<file path="config.mk">
export PLATFORM = sky130hd
export DESIGN_NAME = uart_imem_loader
export DESIGN_NICKNAME = d
export VERILOG_FILES = /design/src/rtl/uart_imem_loader_pkg.sv /design/src/rtl/uart_imem_loader_rx.sv /design/src/rtl/uart_imem_loader.sv
export SDC_FILE = /design/constraint.sdc
export NUM_CORES = 1
export LEC_CHECK = 0
export ABC_AREA = 1
export CORE_MARGIN = 8
export CORE_UTILIZATION = 55
export CTS_CLUSTER_SIZE = 16
export DETAILED_ROUTE_END_ITERATION = 16
export PLACE_DENSITY = 0.76
export SLEW_MARGIN = 5
export SYNTH_ARGS = -nofsm -noshare
export SYNTH_HDL_FRONTEND = slang
export SYNTH_SLANG_ARGS = --single-unit
</file>
<file path="constraint.sdc">
create_clock -name clk -period 4.3 [get_ports clk]
set_input_delay 0.86 -clock clk [delete_from_list [all_inputs] [get_ports clk]]
set_output_delay 0.86 -clock clk [all_outputs]
set_load 0.02 [all_outputs]
</file>
<file path="src/rtl/uart_imem_loader_pkg.sv">
// Shared encodings and framing constants for the UART instruction-memory loader.
package uart_imem_loader_pkg;

    localparam int DATA_BITS  = 8;   // UART data bits per frame, LSB first
    localparam int STOP_BITS  = 1;   // UART stop bits per frame
    localparam int CNT_W      = 16;  // width of the word-count header
    localparam int WORD_BYTES = 4;   // bytes per instruction word

    typedef enum logic [1:0] {
        RX_IDLE  = 2'd0,
        RX_START = 2'd1,
        RX_DATA  = 2'd2,
        RX_STOP  = 2'd3
    } rx_state_e;

    typedef enum logic [2:0] {
        L_IDLE   = 3'd0,
        L_CNT_LO = 3'd1,
        L_CNT_HI = 3'd2,
        L_DATA   = 3'd3,
        L_WRITE  = 3'd4,
        L_DONE   = 3'd5
    } ld_state_e;

    // The core is held in reset for every state of an active load.
    function automatic logic hold_for(input ld_state_e s);
        logic h;
        case (s)
            L_CNT_LO, L_CNT_HI, L_DATA, L_WRITE: h = 1'b1;
            default:                             h = 1'b0;
        endcase
        return h;
    endfunction

endpackage

</file>
<file path="src/rtl/uart_imem_loader_rx.sv">
// UART receiver: 2-flop synchronizer, start/data/stop sampling, byte and frame-error pulses.
module uart_rx
    import uart_imem_loader_pkg::*;
#(
    parameter int CLKS_PER_BIT = 10416
) (
    input  logic       clk,
    input  logic       reset,
    input  logic       rx,
    output logic [7:0] rx_data,
    output logic       byte_valid,
    output logic       frame_err
);

    localparam int BAUD_W = $clog2(CLKS_PER_BIT + 1);
    localparam logic [BAUD_W-1:0] BIT_LAST  = BAUD_W'(CLKS_PER_BIT - 1);
    localparam logic [BAUD_W-1:0] HALF_LAST = BAUD_W'(CLKS_PER_BIT / 2 - 1);
    localparam logic [BAUD_W-1:0] BAUD_ZERO = BAUD_W'(0);
    localparam logic [BAUD_W-1:0] BAUD_ONE  = BAUD_W'(1);

    logic      rx_meta_q, rx_s_q;
    rx_state_e state_q, state_d;
    logic [BAUD_W-1:0] baud_q, baud_d;
    logic [2:0] bit_q, bit_d;
    logic [7:0] shift_q, shift_d, data_q, data_d;
    logic       valid_q, valid_d, ferr_q, ferr_d;

    // Bring the asynchronous rx pin into the clk domain; idle level is high.
    always_ff @(posedge clk) begin
        if (!reset) begin
            rx_meta_q <= 1'b1;
            rx_s_q    <= 1'b1;
        end else begin
            rx_meta_q <= rx;
            rx_s_q    <= rx_meta_q;
        end
    end

    // Receiver next-state: mid-start check, then one sample per bit period.
    always_comb begin
        state_d = state_q;
        baud_d  = baud_q;
        bit_d   = bit_q;
        shift_d = shift_q;
        data_d  = data_q;
        valid_d = 1'b0;
        ferr_d  = 1'b0;
        case (state_q)
            RX_IDLE: begin
                if (!rx_s_q) begin
                    state_d = RX_START;
                    baud_d  = BAUD_ZERO;
                end else begin
                    state_d = RX_IDLE;
                end
            end
            RX_START: begin
                if (baud_q == HALF_LAST) begin
                    baud_d = BAUD_ZERO;
                    bit_d  = 3'd0;
                    if (!rx_s_q) begin
                        state_d = RX_DATA;
                    end else begin
                        state_d = RX_IDLE;   // glitch, not a real start bit
                    end
                end else begin
                    baud_d = baud_q + BAUD_ONE;
                end
            end
            RX_DATA: begin
                if (baud_q == BIT_LAST) begin
                    baud_d  = BAUD_ZERO;
                    shift_d = {rx_s_q, shift_q[7:1]};
                    if (bit_q == 3'(DATA_BITS - 1)) begin
                        state_d = RX_STOP;
                    end else begin
                        bit_d = bit_q + 3'd1;
                    end
                end else begin
                    baud_d = baud_q + BAUD_ONE;
                end
            end
            RX_STOP: begin
                if (baud_q == BIT_LAST) begin
                    baud_d  = BAUD_ZERO;
                    state_d = RX_IDLE;
                    if (rx_s_q) begin
                        valid_d = 1'b1;
                        data_d  = shift_q;
                    end else begin
                        ferr_d  = 1'b1;
                    end
                end else begin
                    baud_d = baud_q + BAUD_ONE;
                end
            end
            default: state_d = RX_IDLE;
        endcase
    end

    // Receiver state and registered byte/error outputs.
    always_ff @(posedge clk) begin
        if (!reset) begin
            state_q <= RX_IDLE;
            baud_q  <= BAUD_ZERO;
            bit_q   <= 3'd0;
            shift_q <= 8'd0;
            data_q  <= 8'd0;
            valid_q <= 1'b0;
            ferr_q  <= 1'b0;
        end else begin
            state_q <= state_d;
            baud_q  <= baud_d;
            bit_q   <= bit_d;
            shift_q <= shift_d;
            data_q  <= data_d;
            valid_q <= valid_d;
            ferr_q  <= ferr_d;
        end
    end

    assign rx_data    = data_q;
    assign byte_valid = valid_q;
    assign frame_err  = ferr_q;

endmodule

</file>
<file path="src/rtl/uart_imem_loader.sv">
// UART boot loader: reads a word count and little-endian words, writes them to imem.
module uart_imem_loader
    import uart_imem_loader_pkg::*;
#(
    parameter int CLKS_PER_BIT = 10416,
    parameter int ADDR_W       = 8
) (
    input  logic              clk,
    input  logic              reset,
    input  logic              rx,
    input  logic              load_en,
    output logic              imem_we,
    output logic [ADDR_W-1:0] imem_addr,
    output logic [31:0]       imem_wdata,
    output logic              cpu_hold,
    output logic              done,
    output logic              frame_err
);

    logic [7:0] rx_byte_s;
    logic       byte_valid_s;

    ld_state_e  state_q, state_d;
    logic [CNT_W-1:0] cnt_q, cnt_d, idx_q, idx_d;
    logic [1:0]  bidx_q, bidx_d;
    logic [31:0] word_q, word_d;
    logic [CNT_W-1:0] cnt_hi_s;
    logic        in_range_s, we_d;
    logic        we_q, hold_q, done_q;
    logic [ADDR_W-1:0] addr_q;
    logic [31:0] wdata_q;

    uart_rx #(.CLKS_PER_BIT(CLKS_PER_BIT)) u_rx (
        .clk        (clk),
        .reset      (reset),
        .rx         (rx),
        .rx_data    (rx_byte_s),
        .byte_valid (byte_valid_s),
        .frame_err  (frame_err)
    );

    assign cnt_hi_s   = {rx_byte_s, cnt_q[7:0]};
    // Indices past the memory depth are consumed but never written (no wrap).
    assign in_range_s = ({1'b0, idx_q} < ({{CNT_W{1'b0}}, 1'b1} << ADDR_W));
    assign we_d       = (state_q == L_WRITE) && in_range_s;

    // Loader next-state: header, byte assembly, one-cycle write, abort on load_en low.
    always_comb begin
        state_d = state_q;
        cnt_d   = cnt_q;
        idx_d   = idx_q;
        bidx_d  = bidx_q;
        word_d  = word_q;
        if ((state_q != L_IDLE) && !load_en) begin
            state_d = L_IDLE;
        end else begin
            case (state_q)
                L_IDLE: begin
                    if (load_en) state_d = L_CNT_LO;
                    else         state_d = L_IDLE;
                end
                L_CNT_LO: begin
                    if (byte_valid_s) begin
                        cnt_d   = {cnt_q[15:8], rx_byte_s};
                        state_d = L_CNT_HI;
                    end else begin
                        state_d = L_CNT_LO;
                    end
                end
                L_CNT_HI: begin
                    if (byte_valid_s) begin
                        cnt_d  = cnt_hi_s;
                        idx_d  = {CNT_W{1'b0}};
                        bidx_d = 2'd0;
                        if (cnt_hi_s == {CNT_W{1'b0}}) state_d = L_DONE;
                        else                           state_d = L_DATA;
                    end else begin
                        state_d = L_CNT_HI;
                    end
                end
                L_DATA: begin
                    if (byte_valid_s) begin
                        word_d = {rx_byte_s, word_q[31:8]};
                        if (bidx_q == 2'(WORD_BYTES - 1)) begin
                            bidx_d  = 2'd0;
                            state_d = L_WRITE;
                        end else begin
                            bidx_d  = bidx_q + 2'd1;
                        end
                    end else begin
                        state_d = L_DATA;
                    end
                end
                L_WRITE: begin
                    idx_d = idx_q + 16'd1;
                    if ((idx_q + 16'd1) == cnt_q) state_d = L_DONE;
                    else                          state_d = L_DATA;
                end
                L_DONE:  state_d = L_DONE;
                default: state_d = L_IDLE;
            endcase
        end
    end

    // Loader state, assembly registers and registered write-port/status outputs.
    always_ff @(posedge clk) begin
        if (!reset) begin
            state_q <= L_IDLE;
            cnt_q   <= {CNT_W{1'b0}};
            idx_q   <= {CNT_W{1'b0}};
            bidx_q  <= 2'd0;
            word_q  <= 32'd0;
            we_q    <= 1'b0;
            addr_q  <= {ADDR_W{1'b0}};
            wdata_q <= 32'd0;
            hold_q  <= 1'b0;
            done_q  <= 1'b0;
        end else begin
            state_q <= state_d;
            cnt_q   <= cnt_d;
            idx_q   <= idx_d;
            bidx_q  <= bidx_d;
            word_q  <= word_d;
            we_q    <= we_d;
            if (we_d) begin
                addr_q  <= idx_q[ADDR_W-1:0];
                wdata_q <= word_q;
            end else begin
                addr_q  <= addr_q;
                wdata_q <= wdata_q;
            end
            hold_q  <= hold_for(state_d);
            done_q  <= (state_d == L_DONE);
        end
    end

    assign imem_we    = we_q;
    assign imem_addr  = addr_q;
    assign imem_wdata = wdata_q;
    assign cpu_hold   = hold_q;
    assign done       = done_q;

endmodule

</file>
==> flow_summary.toml <==
[status]
status = "completed"

[global_routing]
grt_max_degree = 109
gr-usage-all-layers_pct = 19.9
grt_remaining_overflow = 0
grt_pass1_wl_um = 24600
grt_pass1_vias = 5229
antenna_found_initial = 0

[synth]
synth_area_leaders = "dfxtp_1, a21oi_1, o21ai_0"
ys.warnings.count = 0
netlist_area_um2 = 6390
yosys.area.top_type = "dfxtp_1"
yosysSeqAreaShare_pct = 47.3
syn_nets = 877
synth_seq_cells = 151
synth_top_area_share_pct = 47.3
syn_inst = 868
ys_types = 35
avgSynthCellArea_um2 = 7.36

[timing]
fin_crit_sh_pct = 67.2
relSlewSlack_pct = 29.6
rsz0062_at_grt = "false"
clock_skew_ps = 7.46
tns_ps = 0
tightest_slew_ps = 1050
hold_viol = 0
setup_viol = 0
drv_slew = 0
fmax_ghz = 0.346
finalCriticalPeriod_ps = 2890

[power_and_ir_drop]
peakVddDrop_mv = 0.419
power.leakage_nw = 2.78
pwr_density_cell_nw_per_um2 = 398
cell_internal_pwr_mw = 2.38
total_power_mw = 3.01
combPwrFrac_pct = 2.1
seqPwrFrac_pct = 46.8
swShare_pct = 20.9
p_switching_mw = 0.628
clock_power_share_pct = 51.1

[finish]
areaGrowthSynthToFinish_pct = 18.2
fillCellCount = 928
nets = 911
antenna_cells = 0
layout_commonest_cell = "dfxtp_1"
drive_gt1_share_pct = 6.34
layout_common_cells = "dfxtp_1, nand2_1, a21oi_1, inv_1, o21ai_0"

[placed_design]
gp_congestion = 0.858
portBuffers = 47
hpwl_um = 10100

[clocking]
clock-sinks = 151
ctsResizeCount = 0
cts_tree = "built"
clkTransAtPathRegs_ps = 60
insertion_delay_ps = 420
cts_made_buffers = 17
hold_buffers = 0
cts_setup_buffers = 0
ctsRootBufferMaster = "clkbuf_16"
htreeDepth = 4
ctsLongestPathBuffers = 2

[hold_path]
whs_path_depth = 1
hold_path_class = "flip-flop to flip-flop"

[worst_setup_path]
critPathMaxFanout = 28
endpoint = "word_q[28]$_SDFFE_PN0P_"
ff2ff_path_depth = 8
required_ps = 4600
r2r_end = "word_q[28]$_SDFFE_PN0P_"
crit_path_end_kind = "flip-flop"
r2r_slack_ps = 1810
crit_path_start = "load_en"
cp.arrival_ps = 3190
regToRegStartpoint = "state_q[0]$_SDFF_PN0_"
path_class = "input pin to flip-flop"
crit_path_start_kind = "input pin"

[floorplanning]
rows = 39
die_area_um2 = 15300
fp.dieW_um = 124
core_area_um2 = 11400
fp.dieH_um = 124
initial_core_util_pct = 56.2
pin_count = 48

[detailed_routing]
wl_um = 15000
drt_pass1_iterations = 5
drt-wirelength-per-cell_um = 14.2
drtAntennaViolNets = 0
vias = 5891
via_per_inst = 5.57
drt_iter0_drc = 577
route.detailed.drc = 0

[flow_run]
cap_viol_max_count = 0
-- routing by layer --
layer	routed length, um	vias up	part of all wire, %	GRT usage, %
li1	-	2960	-	-
met1	6730	2697	45	25.6
met2	7140	210	47	31.7
met3	948	24	6.3	4.40
met4	227	0	1.5	8.50
met5	0	-	0	0
-- stage by stage --
step                instances  hold WS, ps  setup slack (ps)  util [%]  cell area [um2]
floorplan                 868          393              2250         -             6390
global placement         1026          398              1090      61.0             6940
detailed placement       1026          417              1000      61.0             6940
CTS                      1058          432              1430      66.4             7550
global route             1058          455              1110      66.4             7550
finish                   1058          424              1410      66.4             7550
-- flip-flops by register name (all words and copies together) (netlist names), 2 cells and up, named ones only --
name          flops
state_q           3
u_rx.bit_q        3
bidx_q            2
u_rx.baud_q      14
u_rx.shift_q      8
imem_addr         8
word_q           32
idx_q            16
u_rx.rx_data      8
cnt_q            16
imem_wdata       32
-- area by class of cell --
cell class / instances / area (um2) / area share [%]
inverter: 123 / 462 / 6.11
tap: 143 / 179 / 2.37
sequential: 151 / 3020 / 40.0
clock inverter: 12 / 149 / 1.97
multi-input combinational: 556 / 2760 / 36.6
clock buffer: 20 / 467 / 6.18
timing repair buffer: 53 / 510 / 6.76
-- how the worst min path moves through the flow --
stage                        endpoint                      start  slack, ps
2_1_floorplan  u_rx.rx_s_q$_SDFF_PN1_  u_rx.rx_meta_q$_SDFF_PN1_        390
3_3_place_gp   u_rx.rx_s_q$_SDFF_PN1_  u_rx.rx_meta_q$_SDFF_PN1_        400
3_5_place_dp   u_rx.rx_s_q$_SDFF_PN1_  u_rx.rx_meta_q$_SDFF_PN1_        420
4_1_cts        u_rx.rx_s_q$_SDFF_PN1_  u_rx.rx_meta_q$_SDFF_PN1_        430
5_1_grt        u_rx.rx_s_q$_SDFF_PN1_  u_rx.rx_meta_q$_SDFF_PN1_        460
6_report       u_rx.rx_s_q$_SDFF_PN1_  u_rx.rx_meta_q$_SDFF_PN1_        420
-- power groups by stage --
stage | clock (mW) | sequential (mW) | combinational (mW)
2_1_floorplan | 0 | 1.44 | 0.0439
4_1_cts | 1.55 | 1.41 | 0.0621
3_3_place_gp | 0 | 1.44 | 0.0607
3_5_place_dp | 0 | 1.44 | 0.0621
6_report | 1.54 | 1.41 | 0.0627
5_1_grt | 1.61 | 1.41 | 0.0703
-- critical path: stages --
cell             delay (ps)
clkdlybuf4s50_1         490
a21oi_1                  60
inv_1                   170
nand3_1                 190
nor2_2                  710
inv_1                   370
o21ai_0                 270
a21oi_1                  60
-- synthesized netlist by cell type --
master,n
clkbuf_1,31
dfxtp_1,151
o21ai_0,108
a211oi_1,3
o22ai_1,7
nand3_1,54
clkinv_1,1
o211ai_1,2
buf_2,6
a22o_1,1
o31ai_1,1
xnor2_1,1
nand2_2,2
nand4_1,16
inv_2,5
a21o_1,1
xnor3_1,2
nor2_1,50
o21bai_1,2
a221oi_1,4
nor2_2,3
xor2_1,3
o21ai_1,3
a21oi_1,129
a31oi_1,2
o21ai_2,1
nor4_1,5
inv_1,117
nor3_2,1
nand2_1,132
buf_1,1
or2_2,4
nor2_4,2
ha_1,5
nor3_1,12
-- logic make-up (layout without fill, tap and decap cells) --
family                     Yosys count  count (layout)  synth area share, %
AOI/OAI and AO/OA                  264             264                 21.6
xor gates and xnor gates             6               6                 1.25
adders and majority gates            5               5                0.979
buffers and inverters              161             208                 9.58
DFF                                151             151                 47.3
and+or+nand+nor                    281             281                 19.3
Note: power is estimated with default switching activity, not from simulation.
